### src/rtl/divider_ctrl.sv
// Sequencer for the histogram-equalisation divide stage: reads 8 CDF bins per group,
// waits out the datapath latch window, fires the dividers and commits each result group.
module divider_ctrl #(
   parameter int unsigned NUM_GROUPS = 32,
   parameter int unsigned ADDR_W     = 8,
   parameter int unsigned GRP_W      = 5,
   parameter int unsigned LATCH_CYC  = 2
) (
   input  logic              clk,
   input  logic              reset,
   input  logic              start,
   input  logic              abort,
   output logic              sc_mem_rd_en,
   output logic [ADDR_W-1:0] sc_mem_rd_addr1,
   output logic [ADDR_W-1:0] sc_mem_rd_addr2,
   input  logic              sc_mem_rd_data_rdy,
   output logic              div_start,
   input  logic              div_done,
   output logic              res_mem_wr_en,
   output logic [GRP_W-1:0]  res_mem_wr_addr,
   output logic              busy,
   output logic              done
);

   typedef enum logic [2:0] {
      StIdle, StRdReq, StRdWait, StLatch, StDivGo, StDivWait, StWrite, StFin
   } state_e;

   localparam int unsigned    LatW    = (LATCH_CYC > 1) ? $clog2(LATCH_CYC) : 1;
   localparam logic [LatW-1:0] LatLast = LatW'(LATCH_CYC - 1);
   localparam logic [GRP_W-1:0] LastGrp = GRP_W'(NUM_GROUPS - 1);

   state_e            r_state;
   state_e            w_state_d;
   logic [GRP_W-1:0]  r_grp;
   logic [GRP_W-1:0]  w_grp_d;
   logic [LatW-1:0]   r_lat_cnt;
   logic [LatW-1:0]   w_lat_cnt_d;

   logic              w_addr_vld;
   logic              w_rd_en_d;
   logic [ADDR_W-1:0] w_rd_addr1_d;
   logic [ADDR_W-1:0] w_rd_addr2_d;
   logic              w_div_start_d;
   logic              w_wr_en_d;
   logic [GRP_W-1:0]  w_wr_addr_d;
   logic              w_busy_d;
   logic              w_done_d;

   always_comb begin
      w_state_d   = r_state;
      w_grp_d     = r_grp;
      w_lat_cnt_d = r_lat_cnt;
      // abort outranks every other transition once a frame is running
      if (r_state != StIdle && abort) begin
         w_state_d   = StIdle;
         w_grp_d     = '0;
         w_lat_cnt_d = '0;
      end else begin
         unique case (r_state)
            StIdle: begin
               if (start && !abort) begin
                  w_state_d = StRdReq;
                  w_grp_d   = '0;
               end
            end
            StRdReq:  w_state_d = StRdWait;
            StRdWait: begin
               if (sc_mem_rd_data_rdy) begin
                  w_state_d   = StLatch;
                  w_lat_cnt_d = '0;
               end
            end
            StLatch: begin
               if (r_lat_cnt == LatLast) begin
                  w_state_d = StDivGo;
               end else begin
                  w_lat_cnt_d = r_lat_cnt + LatW'(1);
               end
            end
            StDivGo:   w_state_d = StDivWait;
            StDivWait: begin
               if (div_done) begin
                  w_state_d = StWrite;
               end
            end
            StWrite: begin
               if (r_grp == LastGrp) begin
                  w_state_d = StFin;
               end else begin
                  w_grp_d   = r_grp + GRP_W'(1);
                  w_state_d = StRdReq;
               end
            end
            StFin:   w_state_d = StIdle;
            default: w_state_d = StIdle;
         endcase
      end
   end

   // Outputs are decoded from the next state and registered, so each is a clean Moore flop.
   always_comb begin
      w_addr_vld    = (w_state_d == StRdReq) || (w_state_d == StRdWait);
      w_rd_en_d     = (w_state_d == StRdReq);
      w_rd_addr1_d  = w_addr_vld ? ADDR_W'({w_grp_d, 1'b0}) : '0;
      w_rd_addr2_d  = w_addr_vld ? ADDR_W'({w_grp_d, 1'b1}) : '0;
      w_div_start_d = (w_state_d == StDivGo);
      w_wr_en_d     = (w_state_d == StWrite);
      w_wr_addr_d   = (w_state_d == StWrite) ? w_grp_d : '0;
      w_busy_d      = (w_state_d != StIdle);
      w_done_d      = (w_state_d == StFin);
   end

   always_ff @(posedge clk or negedge reset) begin
      if (!reset) begin
         r_state         <= StIdle;
         r_grp           <= '0;
         r_lat_cnt       <= '0;
         sc_mem_rd_en    <= 1'b0;
         sc_mem_rd_addr1 <= '0;
         sc_mem_rd_addr2 <= '0;
         div_start       <= 1'b0;
         res_mem_wr_en   <= 1'b0;
         res_mem_wr_addr <= '0;
         busy            <= 1'b0;
         done            <= 1'b0;
      end else begin
         r_state         <= w_state_d;
         r_grp           <= w_grp_d;
         r_lat_cnt       <= w_lat_cnt_d;
         sc_mem_rd_en    <= w_rd_en_d;
         sc_mem_rd_addr1 <= w_rd_addr1_d;
         sc_mem_rd_addr2 <= w_rd_addr2_d;
         div_start       <= w_div_start_d;
         res_mem_wr_en   <= w_wr_en_d;
         res_mem_wr_addr <= w_wr_addr_d;
         busy            <= w_busy_d;
         done            <= w_done_d;
      end
   end

endmodule

### config.mk
export PLATFORM = sky130hd
export DESIGN_NAME = divider_ctrl
export DESIGN_NICKNAME = d
export VERILOG_FILES = /design/src/rtl/divider_ctrl.sv
export SDC_FILE = /design/constraint.sdc
export NUM_CORES = 1
export LEC_CHECK = 0
export CAP_MARGIN = 5
export CORE_MARGIN = 5
export CORE_UTILIZATION = 47
export DETAILED_ROUTE_END_ITERATION = 8
export PLACE_DENSITY = 0.85
export REMOVE_ABC_BUFFERS = 1
export SKIP_LAST_GASP = 1
export SLEW_MARGIN = 5
export SYNTH_ARGS = -nofsm -noshare
export SYNTH_HDL_FRONTEND = slang
export SYNTH_SLANG_ARGS = --single-unit
export TNS_END_PERCENT = 20
### constraint.sdc
create_clock -name clk -period 2 [get_ports clk]
set_clock_uncertainty 0.1 [all_clocks]
set_input_delay 0.4 -clock clk [delete_from_list [all_inputs] [get_ports clk]]
set_output_delay 0.4 -clock clk [all_outputs]
set_load 0.02 [all_outputs]
==> implementation parameters <==
Parameter                              Value

Setup path
  Worst Path Max Fanout    7
  Critical Path AT    2.04 ns
  Crit Path Category    reg -> reg
  Required @ worst endpoint    2.12 ns
  Critical path capture point type    flip-flop
  Minimum setup slack among reg-to-reg paths    0.08 ns
  Nature of the critical path startpoint    flip-flop

Power
  Leakage power of the design    0.7646 nW
  Switching part of the total power    29.02%
  Total Power    0.001040 W
  Cell-internal power    0.0007383 W
  Power share of the sequential group    54.4%
  Combinational share of power    24.7%
  Maximum vdd ir drop    0.4730 mV
  Part of the total power dissipated in the clock network    20.9%
  Power density of the placed cells    644.0 mW/mm2
  Psw    0.0003019 W

Clock network
  Post-CTS setup-driven buffer insertion count    0
  Num CTS Buffers    3
  Cell at the root of the clock tree    sky130_fd_sc_hd__clkbuf_4
  CTS max path bufs    2
  CTS tree    done
  Quantity of hold-fixing buffers added after cts    0
  TritonCTS Sinks    25
  Clock latency on the worst-skew pair    0.31 ns
  Clock transition time at the flip-flop clock pins of the worst setup and hold paths    0.12 ns
  Htree depth    1

Global routing
  Vias in the first global route    1010
  Largest net degree at the start of global routing    26
  Gr usage total    15.45%
  First-pass GRT wire length    4367 um
  GR Overflow Total    0
  Number of antenna violations at the first check in global routing    0

Timing
  FMAX    0.5197 GHz
  Clock period minus worst slack    1.924 ns
  Final-report max-slew violation count    0
  Final-report hold violation count    0
  Share of the clock period used by the worst path    96.21%
  Final setup violation count    0

Cells and area
  Final std cell area, no fill    0.001615 mm2
  Area of combinational cells with multiple inputs    490.5 um2
  Signed area change from the synthesized netlist to the final layout    30.14%
  Sequential cell area    628.1 um2
  Layout cell share with drive strength beyond 1    17.20%
  Final net count    165
  Ant. Diodes    0
  Number of filler cells placed in the layout    213

Logic synthesis
  Gate Count Post-Synth    121
  Dominant register cell in the synthesized netlist    sky130_fd_sc_hd__dfrtp_1
  Number of flops mapped to enable cells by yosys    0
  Register bit total from synthesis    25
  Register area share after synthesis    50.40%
  Number of distinct standard cells referenced by the synthesized netlist    40
  Share of async-settable or async-resettable flops after synthesis    100.0%
  Number of warning messages in the yosys log    0
  Mean instance size in the synthesized netlist    10.26 um2
  Netlist Area Pre-Place    0.001241 mm2

Place
  Placement-stage cell area    0.001573 mm2
  Sum of net half-perimeters after detailed placement    2080 um
  GP Congestion    0.8051
  Number of port buffers    26

Floorplan
  Width of the chip    61.39 um
  Core region area    0.002500 mm2
  Number of I/O pins    32
  Die span in y    61.39 um
  Starting density of the core    49.65%
  Die ar.    0.003769 mm2
  # rows    18

Route
  Starting DRT DRC Count    26
  Vias post-DR    1000
  TritonRoute pass-1 iters    4
  Via density    5.348
  Number of nets with antenna violations after routing    0
  Final WL    2649 um
  DRC    0
  Final routed wire length divided by cell count    14.17 um

Job
  Number of maximum-capacitance constraint violations    0

Outcome
  Status    completed

Hold path
  Kind of path behind the tightest hold check    in -> async
[Yosys cell counts, types with 2 or more instances]
cell / instances / share of area [%]
sky130_fd_sc_hd__dfrtp_1: 25 / 50
sky130_fd_sc_hd__inv_1: 12 / 3.6
sky130_fd_sc_hd__buf_4: 11 / 6.7
sky130_fd_sc_hd__nor2_1: 10 / 3.0
sky130_fd_sc_hd__a211oi_1: 5 / 3.0
sky130_fd_sc_hd__nand2b_1: 5 / 2.5
sky130_fd_sc_hd__a21oi_1: 4 / 1.6
sky130_fd_sc_hd__nand2_1: 4 / 1.2
sky130_fd_sc_hd__nand3b_1: 4 / 2.4
sky130_fd_sc_hd__buf_2: 3 / 1.2
sky130_fd_sc_hd__nand3_1: 3 / 1.2
sky130_fd_sc_hd__a21o_1: 2 / 1.2
sky130_fd_sc_hd__and3_1: 2 / 1.0
sky130_fd_sc_hd__nand4b_1: 2 / 1.4
sky130_fd_sc_hd__nor3_1: 2 / 0.81
sky130_fd_sc_hd__nor4_1: 2 / 1.0
sky130_fd_sc_hd__o21ai_0: 2 / 0.81
[worst max-delay path: stages, from the launching register on]
cell	delay (ns)
sky130_fd_sc_hd__dfrtp_1	0.44
sky130_fd_sc_hd__ha_1	0.27
sky130_fd_sc_hd__nand2_1	0.11
sky130_fd_sc_hd__nor4_1	0.07
sky130_fd_sc_hd__or4b_4	0.58
sky130_fd_sc_hd__a211oi_1	0.25
[power by group through the flow]
stage	Sequential [W]	Combinational, W	Clock [W]
2_1_floorplan	0.000594	0.0000995	0
3_3_place_gp	0.000570	0.000238	0
3_5_place_dp	0.000574	0.000247	0
4_1_cts	0.000564	0.000251	0.000224
5_1_grt	0.000571	0.000281	0.000243
6_report	0.000566	0.000257	0.000217
[registers in the layout, summed over array words and instances, names as in the netlist]
signal / cells
r_lat_cnt: 1
done: 1
sc_mem_rd_addr2: 5
sc_mem_rd_en: 1
busy: 1
r_state: 3
r_grp: 5
sc_mem_rd_addr1: 1
res_mem_wr_addr: 5
div_start: 1
res_mem_wr_en: 1
[stage by stage]
step / std cells / hold slack (ns) / util [%] / setup TNS (ns) / setup WS [ns]
floorplan: 110 / 0.004409 / - / 0 / 0.1954
global placement: 183 / 0.4581 / 62.91 / -1.338 / -0.2001
detailed placement: 183 / 0.4856 / 62.91 / -2.001 / -0.3025
CTS: 187 / 0.3306 / 64.16 / 0 / 0.01905
global route: 187 / 0.3592 / 64.61 / -0.006373 / -0.006373
finish: 187 / 0.3200 / 64.61 / 0 / 0.07588
[cell type report]
| type | instances | area share [%] |
|---|---|---|
| multi-input cells | 73 | 30.36 |
| repair buffers | 43 | 24.01 |
| flip-flops and latches | 25 | 38.88 |
| clock buffers | 4 | 1.627 |
| well taps | 30 | 2.324 |
| inverters | 12 | 2.789 |
[kinds of logic after synthesis]
family	count (synthesis)	synth area share, %
AND/OR/NAND/NOR	40	19.05
other	1	0.3021
flip-flops	25	50.40
multiplexers	1	0.9072
buffers and inverters	27	12.40
adder cells (fa/ha/maj)	1	1.008
AO/OA/AOI/OAI	26	15.93
[cell usage in the layout, fill, tap and decap left out, types with 3 or more instances in the layout]
cell type | netlist | layout
sky130_fd_sc_hd__nor2_1 | 10 | 10
sky130_fd_sc_hd__a21oi_1 | 4 | 3
sky130_fd_sc_hd__conb_1 | 1 | 5
sky130_fd_sc_hd__clkbuf_4 | 0 | 3
sky130_fd_sc_hd__a211oi_1 | 5 | 5
sky130_fd_sc_hd__clkdlybuf4s50_1 | 0 | 26
sky130_fd_sc_hd__nand2_1 | 4 | 4
sky130_fd_sc_hd__dfrtp_1 | 25 | 23
sky130_fd_sc_hd__nand2b_1 | 5 | 5
sky130_fd_sc_hd__inv_1 | 12 | 12
sky130_fd_sc_hd__nand3b_1 | 4 | 4
sky130_fd_sc_hd__buf_4 | 11 | 17
sky130_fd_sc_hd__nand3_1 | 3 | 3
[path summary, 6_finish.rpt]
check,startpoint,endpoint,cells past startpoint
hold / removal,reset,r_lat_cnt,2
min in group clk,r_lat_cnt,r_lat_cnt,2
setup / recovery,r_grp[0],sc_mem_rd_addr2[2],5
setup reg to reg,r_grp[0],sc_mem_rd_addr2[2],5
max in group asynchronous,reset,r_state[1],2
hold reg to reg,r_lat_cnt,r_lat_cnt,2
[what timing repair did]
action / 4_1_cts / 5_1_grt
endpoints found under the setup margin: 1 / 6
cloned: 0 / 0
resized for setup: 2 / 3
[metal layers]
metal / up-vias / GRT usage (%) / share of wire [%] / wire [um]
met5: - / 0 / 0 / 0
met4: 0 / 4.848 / 1.4 / 38
met3: 5 / 2.725 / 5.0 / 132
met2: 30 / 27.04 / 51 / 1340
met1: 480 / 19.44 / 43 / 1138
li1: 485 / - / - / -
Power figures use the tool's default switching activity.
